`src/rtl/frame_tx_ctrl.sv`:
```
`default_nettype none
// ============================================================================
//  Module      : frame_tx_ctrl
//  Description : Frame-level transmit sequencer. Walks one buffered frame line
//                by line: prefetches each line from the frame buffer, then
//                requests one UDP packet for it. Ends every frame (normal or
//                timed out) with a single-cycle frame_over pulse, then waits
//                for the enable level to drop before accepting a new frame.
//  Options     : FRAME_SEQ_EN - adds frame_seq (frame counter) and pkt_last
//                (last-line flag) outputs.
//  Revision    : 1.0 - initial release
// ============================================================================
module frame_tx_ctrl #(
    parameter int H_ACTIVE        = 640,
    parameter int V_ACTIVE        = 480,
    parameter int BPP             = 2,
    parameter int HDR_BYTES       = 4,
    parameter int LINE_W          = 10,
    parameter int PREFETCH_CYCLES = 16,
    parameter int IPG_CYCLES      = 12,
    parameter int TIMEOUT_CYCLES  = 65535
) (
    input  logic              tx_clk,
    input  logic              rst_n,
    input  logic              frame_send_en,
    input  logic              buf_frame_ready,
    input  logic              udp_tx_busy,
    input  logic              udp_tx_done,
    output logic              rd_line_start,
    output logic              udp_tx_req,
    output logic [15:0]       udp_tx_len,
    output logic [LINE_W-1:0] pkt_line,
    output logic              busy,
    output logic              tx_err,
`ifdef FRAME_SEQ_EN
    output logic [15:0]       frame_seq,
    output logic              pkt_last,
`endif
    output logic              frame_over
);

    // ------------------------------------------------------------------------
    // Derived sizes and constants
    // ------------------------------------------------------------------------
    // One shared counter times both the prefetch wait and the inter-packet gap.
    localparam int CNT_MAX = (PREFETCH_CYCLES > IPG_CYCLES) ? PREFETCH_CYCLES : IPG_CYCLES;
    localparam int CNT_W   = (CNT_MAX > 1) ? $clog2(CNT_MAX) : 1;
    // Timeout timer only ever needs to hold TIMEOUT_CYCLES-1.
    localparam int TMR_W   = (TIMEOUT_CYCLES > 1) ? $clog2(TIMEOUT_CYCLES) : 1;

    localparam logic [CNT_W-1:0]  c_pf_last   = CNT_W'(PREFETCH_CYCLES - 1);
    localparam logic [CNT_W-1:0]  c_ipg_last  = CNT_W'(IPG_CYCLES - 1);
    localparam logic [TMR_W-1:0]  c_tmo_last  = TMR_W'(TIMEOUT_CYCLES - 1);
    localparam logic [LINE_W-1:0] c_line_last = LINE_W'(V_ACTIVE - 1);
    localparam logic [15:0]       c_pkt_len   = 16'(H_ACTIVE * BPP + HDR_BYTES);

    // ------------------------------------------------------------------------
    // State encoding
    // ------------------------------------------------------------------------
    typedef enum logic [2:0] {
        S_IDLE      = 3'd0,
        S_WAIT_BUF  = 3'd1,
        S_PREFETCH  = 3'd2,
        S_REQ       = 3'd3,
        S_WAIT_DONE = 3'd4,
        S_GAP       = 3'd5,
        S_FINISH    = 3'd6,
        S_HOLD      = 3'd7
    } state_t;

    state_t            state_q, state_d;
    logic [CNT_W-1:0]  cnt_q,   cnt_d;
    logic [TMR_W-1:0]  tmr_q,   tmr_d;
    logic [LINE_W-1:0] line_q,  line_d;
    logic              err_q,   err_d;
    logic              rd_q,    rd_d;
    logic              req_q,   req_d;
    logic              fo_q,    fo_d;
    logic              busy_q,  busy_d;

    // Next-state, counter and line-index logic for the frame walk.
    always_comb begin
        state_d = state_q;
        cnt_d   = cnt_q;
        tmr_d   = tmr_q;
        line_d  = line_q;
        err_d   = err_q;

        case (state_q)
            S_IDLE: begin
                if (frame_send_en) begin
                    state_d = S_WAIT_BUF;
                    line_d  = '0;
                    err_d   = 1'b0;
                end
            end

            S_WAIT_BUF: begin
                if (buf_frame_ready) begin
                    state_d = S_PREFETCH;
                    cnt_d   = '0;
                end
            end

            S_PREFETCH: begin
                if (cnt_q == c_pf_last) begin
                    state_d = S_REQ;
                    cnt_d   = '0;
                end else begin
                    cnt_d   = cnt_q + 1'b1;
                end
            end

            S_REQ: begin
                if (!udp_tx_busy) begin
                    state_d = S_WAIT_DONE;
                    tmr_d   = '0;
                end
            end

            S_WAIT_DONE: begin
                // Done is tested first so it wins over a coincident timeout.
                if (udp_tx_done) begin
                    state_d = S_GAP;
                    cnt_d   = '0;
                end else if (tmr_q == c_tmo_last) begin
                    state_d = S_FINISH;
                    err_d   = 1'b1;
                end else begin
                    tmr_d   = tmr_q + 1'b1;
                end
            end

            S_GAP: begin
                if (cnt_q == c_ipg_last) begin
                    cnt_d = '0;
                    if (line_q == c_line_last) begin
                        state_d = S_FINISH;
                    end else begin
                        state_d = S_PREFETCH;
                        line_d  = line_q + 1'b1;
                    end
                end else begin
                    cnt_d = cnt_q + 1'b1;
                end
            end

            S_FINISH: begin
                state_d = S_HOLD;
            end

            S_HOLD: begin
                // A still-high enable must not launch a second frame.
                if (!frame_send_en) begin
                    state_d = S_IDLE;
                end
            end

            default: begin
                state_d = S_IDLE;
            end
        endcase
    end

    // Output pulses derived from the transition being taken, so they register
    // alongside the state they belong to.
    always_comb begin
        rd_d   = (state_d == S_PREFETCH) && (state_q != S_PREFETCH);
        req_d  = (state_q == S_REQ) && (state_d == S_WAIT_DONE);
        fo_d   = (state_d == S_FINISH);
        busy_d = (state_d != S_IDLE);
    end

    // State, counters and registered outputs with synchronous active-low reset.
    always_ff @(posedge tx_clk) begin
        if (!rst_n) begin
            state_q <= S_IDLE;
            cnt_q   <= '0;
            tmr_q   <= '0;
            line_q  <= '0;
            err_q   <= 1'b0;
            rd_q    <= 1'b0;
            req_q   <= 1'b0;
            fo_q    <= 1'b0;
            busy_q  <= 1'b0;
        end else begin
            state_q <= state_d;
            cnt_q   <= cnt_d;
            tmr_q   <= tmr_d;
            line_q  <= line_d;
            err_q   <= err_d;
            rd_q    <= rd_d;
            req_q   <= req_d;
            fo_q    <= fo_d;
            busy_q  <= busy_d;
        end
    end

    assign rd_line_start = rd_q;
    assign udp_tx_req    = req_q;
    assign udp_tx_len    = c_pkt_len;
    assign pkt_line      = line_q;
    assign busy          = busy_q;
    assign tx_err        = err_q;
    assign frame_over    = fo_q;

`ifdef FRAME_SEQ_EN
    logic [15:0] seq_q;
    logic        last_q;

    // Frame counter bumps after each frame_over pulse; last-line flag tracks
    // the registered line index.
    always_ff @(posedge tx_clk) begin
        if (!rst_n) begin
            seq_q  <= '0;
            last_q <= 1'b0;
        end else begin
            if (fo_q) begin
                seq_q <= seq_q + 16'd1;
            end
            last_q <= (line_d == c_line_last);
        end
    end

    assign frame_seq = seq_q;
    assign pkt_last  = last_q;
`endif

endmodule
`default_nettype wire

```
`config.mk`:
```
export PLATFORM = sky130hd
export DESIGN_NAME = frame_tx_ctrl
export DESIGN_NICKNAME = d
export VERILOG_FILES = /design/src/rtl/frame_tx_ctrl.sv
export SDC_FILE = /design/constraint.sdc
export NUM_CORES = 1
export LEC_CHECK = 0
export CAP_MARGIN = 20
export CORE_MARGIN = 10
export CORE_UTILIZATION = 65
export DETAILED_ROUTE_END_ITERATION = 10
export DONT_BUFFER_PORTS = 1
export PLACE_DENSITY = 0.81
export SYNTH_ARGS = -nofsm -noshare
export SYNTH_HDL_FRONTEND = slang
export SYNTH_SLANG_ARGS = --single-unit
export TNS_END_PERCENT = 50
```
`constraint.sdc`:
```
create_clock -name tx_clk -period 5.7 [get_ports tx_clk]
set_clock_uncertainty 0.05 [all_clocks]
set_input_delay 1.71 -clock tx_clk [delete_from_list [all_inputs] [get_ports tx_clk]]
set_output_delay 1.71 -clock tx_clk [all_outputs]
set_load 0.02 [all_outputs]
```
==> flow_summary.ini <==
[outcome]
status = complete, no violations

[die]
start_util = 0.667
fp.dieH_um = 78.1
ioPinCount = 37
die_area_sq_um = 6090
placementRows = 21
chipWidth_um = 78.1
core_area_sq_um = 3280

[sta]
rsz0062_at_grt = false
worstMarginPinSlew_ns = 0.660
fin_crit_sh = 0.523
maxSlewViolCount = 0
min_period_ns = 2.98
finalSetupTns_ns = 0
slew-limit-headroom = 0.558
hold_viol = 0
setup_viol = 0
fmax_mhz = 335

[setup_path]
startpoint_type = input port
critPathArrivalTime_ns = 3.15
cp.required_ns = 5.87
crit_type = input port to flip-flop
cp-end-kind = flip-flop
worstReg2RegStart = state_q[2]
path_max_fanout = 9
cp-startpoint = udp_tx_done

[global_route]
antenna_found_initial = 0
overflow = 0
use_met1 = 0.183
grtUsageMet2 = 0.196
grt_pass1_wl_mm = 7.20
top_usage_layer = met2
grt_pass1_vias = 1581
grt_max_degree = 23
use_met3 = 0.0604
grt_use_total = 0.142

[power]
p_per_area_nw_per_um2 = 233
ir_worst_vdd_v = 0.000166
leakage_nw = 0.756

[synthesis]
synth_commonest_cells = dfxtp_1, nor2_1, a21oi_1
synth-seq-cells = 38
syn_area_sq_um = 2190
synth_most_common_cell = dfxtp_1
synthArstFlopShare = 0
synth_area_leader_cell = dfxtp_1
synth_edf_count = 0
post_synth.cell_area_avg_sq_um = 8.43
synth_top_area_share = 0.347
synth_flop_cell = dfxtp_1
syn_inst = 260
ys_warn_count = 0
yosysSeqAreaShare = 0.347
synth_cell_types = 56
synth.area.top_cells = dfxtp_1, xnor2_1, buf_4, nor2_1, a21oi_1

[layout]
final_nets = 265
n_antenna_cell = 0
drive_gt1_frac = 0.0625
utilization = 0.672
num-fill-cells = 286
area_growth_pct = 0.686

[clocking]
postCtsHoldBufs = 0
cts_made_buffers = 5
clk_pin_slew_ns = 0.11
cts_tree = yes
cts_resized = 0
postCtsSetupBuffers = 0
root_buffer = clkbuf_4
cts_buffer_depth = 2
clk_latency_ns = 0.34
cts-htree-levels = 2
cts.sinks = 38

[detailed_routing]
num_vias = 1727
drtIter0Drc = 220
first_pass_iters = 4
routed_wl_mm = 4.20
avgViaCountPerCell = 5.72
ant_nets = 0
wire_per_inst_um = 13.9
drc_errors = 0

[placement]
place_congestion = 0.878
dp_hpwl_mm = 3.11
portBuffers = 0

[min_path]
hold_path_class = flip-flop to flip-flop
hold_start = tmr_q[5]

[flow_run]
maxCapViolations = 0
==> critical path, cell delays in order <==
cell and delay [ns]:
nor4b_4 0.42, o31ai_2 0.25, a2111oi_1 0.54, xnor2_1 0.19
nor2_2 0.04
==> registers in the layout, indices dropped and copies added, names as in the netlist <==
name / flops
busy: 1
cnt_q: 4
pkt_line: 10
rd_line_start: 1
frame_over: 1
tmr_q: 16
udp_tx_req: 1
state_q: 3
tx_err: 1
==> final cells by class <==
type                            count  area (sq um)  area share
Clock buffer                        7          45.0      0.0204
Clock inverter                      1          30.0      0.0136
Inverter                            6          22.5      0.0102
Multi-Input combinational cell    204          1290       0.585
Sequential cell                    38           761       0.345
Tap cell                           46          57.6      0.0261
==> metal layers <==
layer  up-vias  share of wire
met3         5          0.098
met4         0          0.012
met5         -              0
li1        903              -
met1       765           0.48
met2        54           0.41
==> path summary, 6_finish.rpt <==
check                    to  slack [ns]  depth (start not counted)
setup / recovery  tmr_q[14]        2.72                          5
hold / removal     tmr_q[5]        0.48                          2
setup reg to reg  tmr_q[14]        3.25                          5
hold reg to reg    tmr_q[5]        0.48                          2
==> logic make-up (layout without fill, tap and decap cells) <==
kind of cell,Yosys count,count (layout),share of synthesized area
mux,2,2,0.00914
compound gates,55,55,0.173
simple gates,108,108,0.280
buf+inv,32,14,0.0879
flops,38,38,0.347
fa+ha+maj,4,4,0.0228
other cells,2,16,0.00343
xor+xnor,19,19,0.0760
==> report_power, final <==
part | total (W) | switching [W] | internal [W] | leakage, nW
logic | 0.0000506 | 0.0000325 | 0.0000181 | 0.409
clock network | 0.000175 | 0.0000816 | 0.0000930 | 0.0395
registers | 0.000290 | 0.0000179 | 0.000272 | 0.307
==> through the flow <==
step / total power, W / instance area [sq um] / instances / hold WS, ns / setup WS (ns)
after floorplan: 0.000347 / 2240 / 274 / 0.428 / 2.53
after global placement: 0.000345 / 2130 / 294 / 0.449 / 2.42
after detailed placement: 0.000346 / 2130 / 294 / 0.457 / 2.39
after CTS: 0.000522 / 2210 / 302 / 0.489 / 2.77
after global routing: 0.000541 / 2210 / 302 / 0.518 / 2.62
final: 0.000515 / 2210 / 302 / 0.478 / 2.72
==> cell usage in the layout, fill, tap and decap left out, types with 2 or more instances in the layout <==
cell       instances
nand2b_1           3
clkbuf_1           2
inv_1              6
and4_1             2
dfxtp_1           38
a211oi_1           4
or3b_2             2
or3_1              3
or4_1              2
nand4_1            8
conb_1            16
nor4_1             2
nand2_1           12
nor2_2             2
nand3_1           15
and3b_1            4
nor3b_1            3
xnor2_1           17
and3_1             5
clkbuf_4           5
a2111oi_1          2
nor2_1            30
nand3b_1           2
xor2_1             2
mux2i_1            2
o21a_1             2
nor3_1             4
o21ai_0           10
and2_1             3
ha_1               4
a31oi_1            2
a21oi_1           18
a2111oi_2          2
Power figures use the tool's default switching activity.
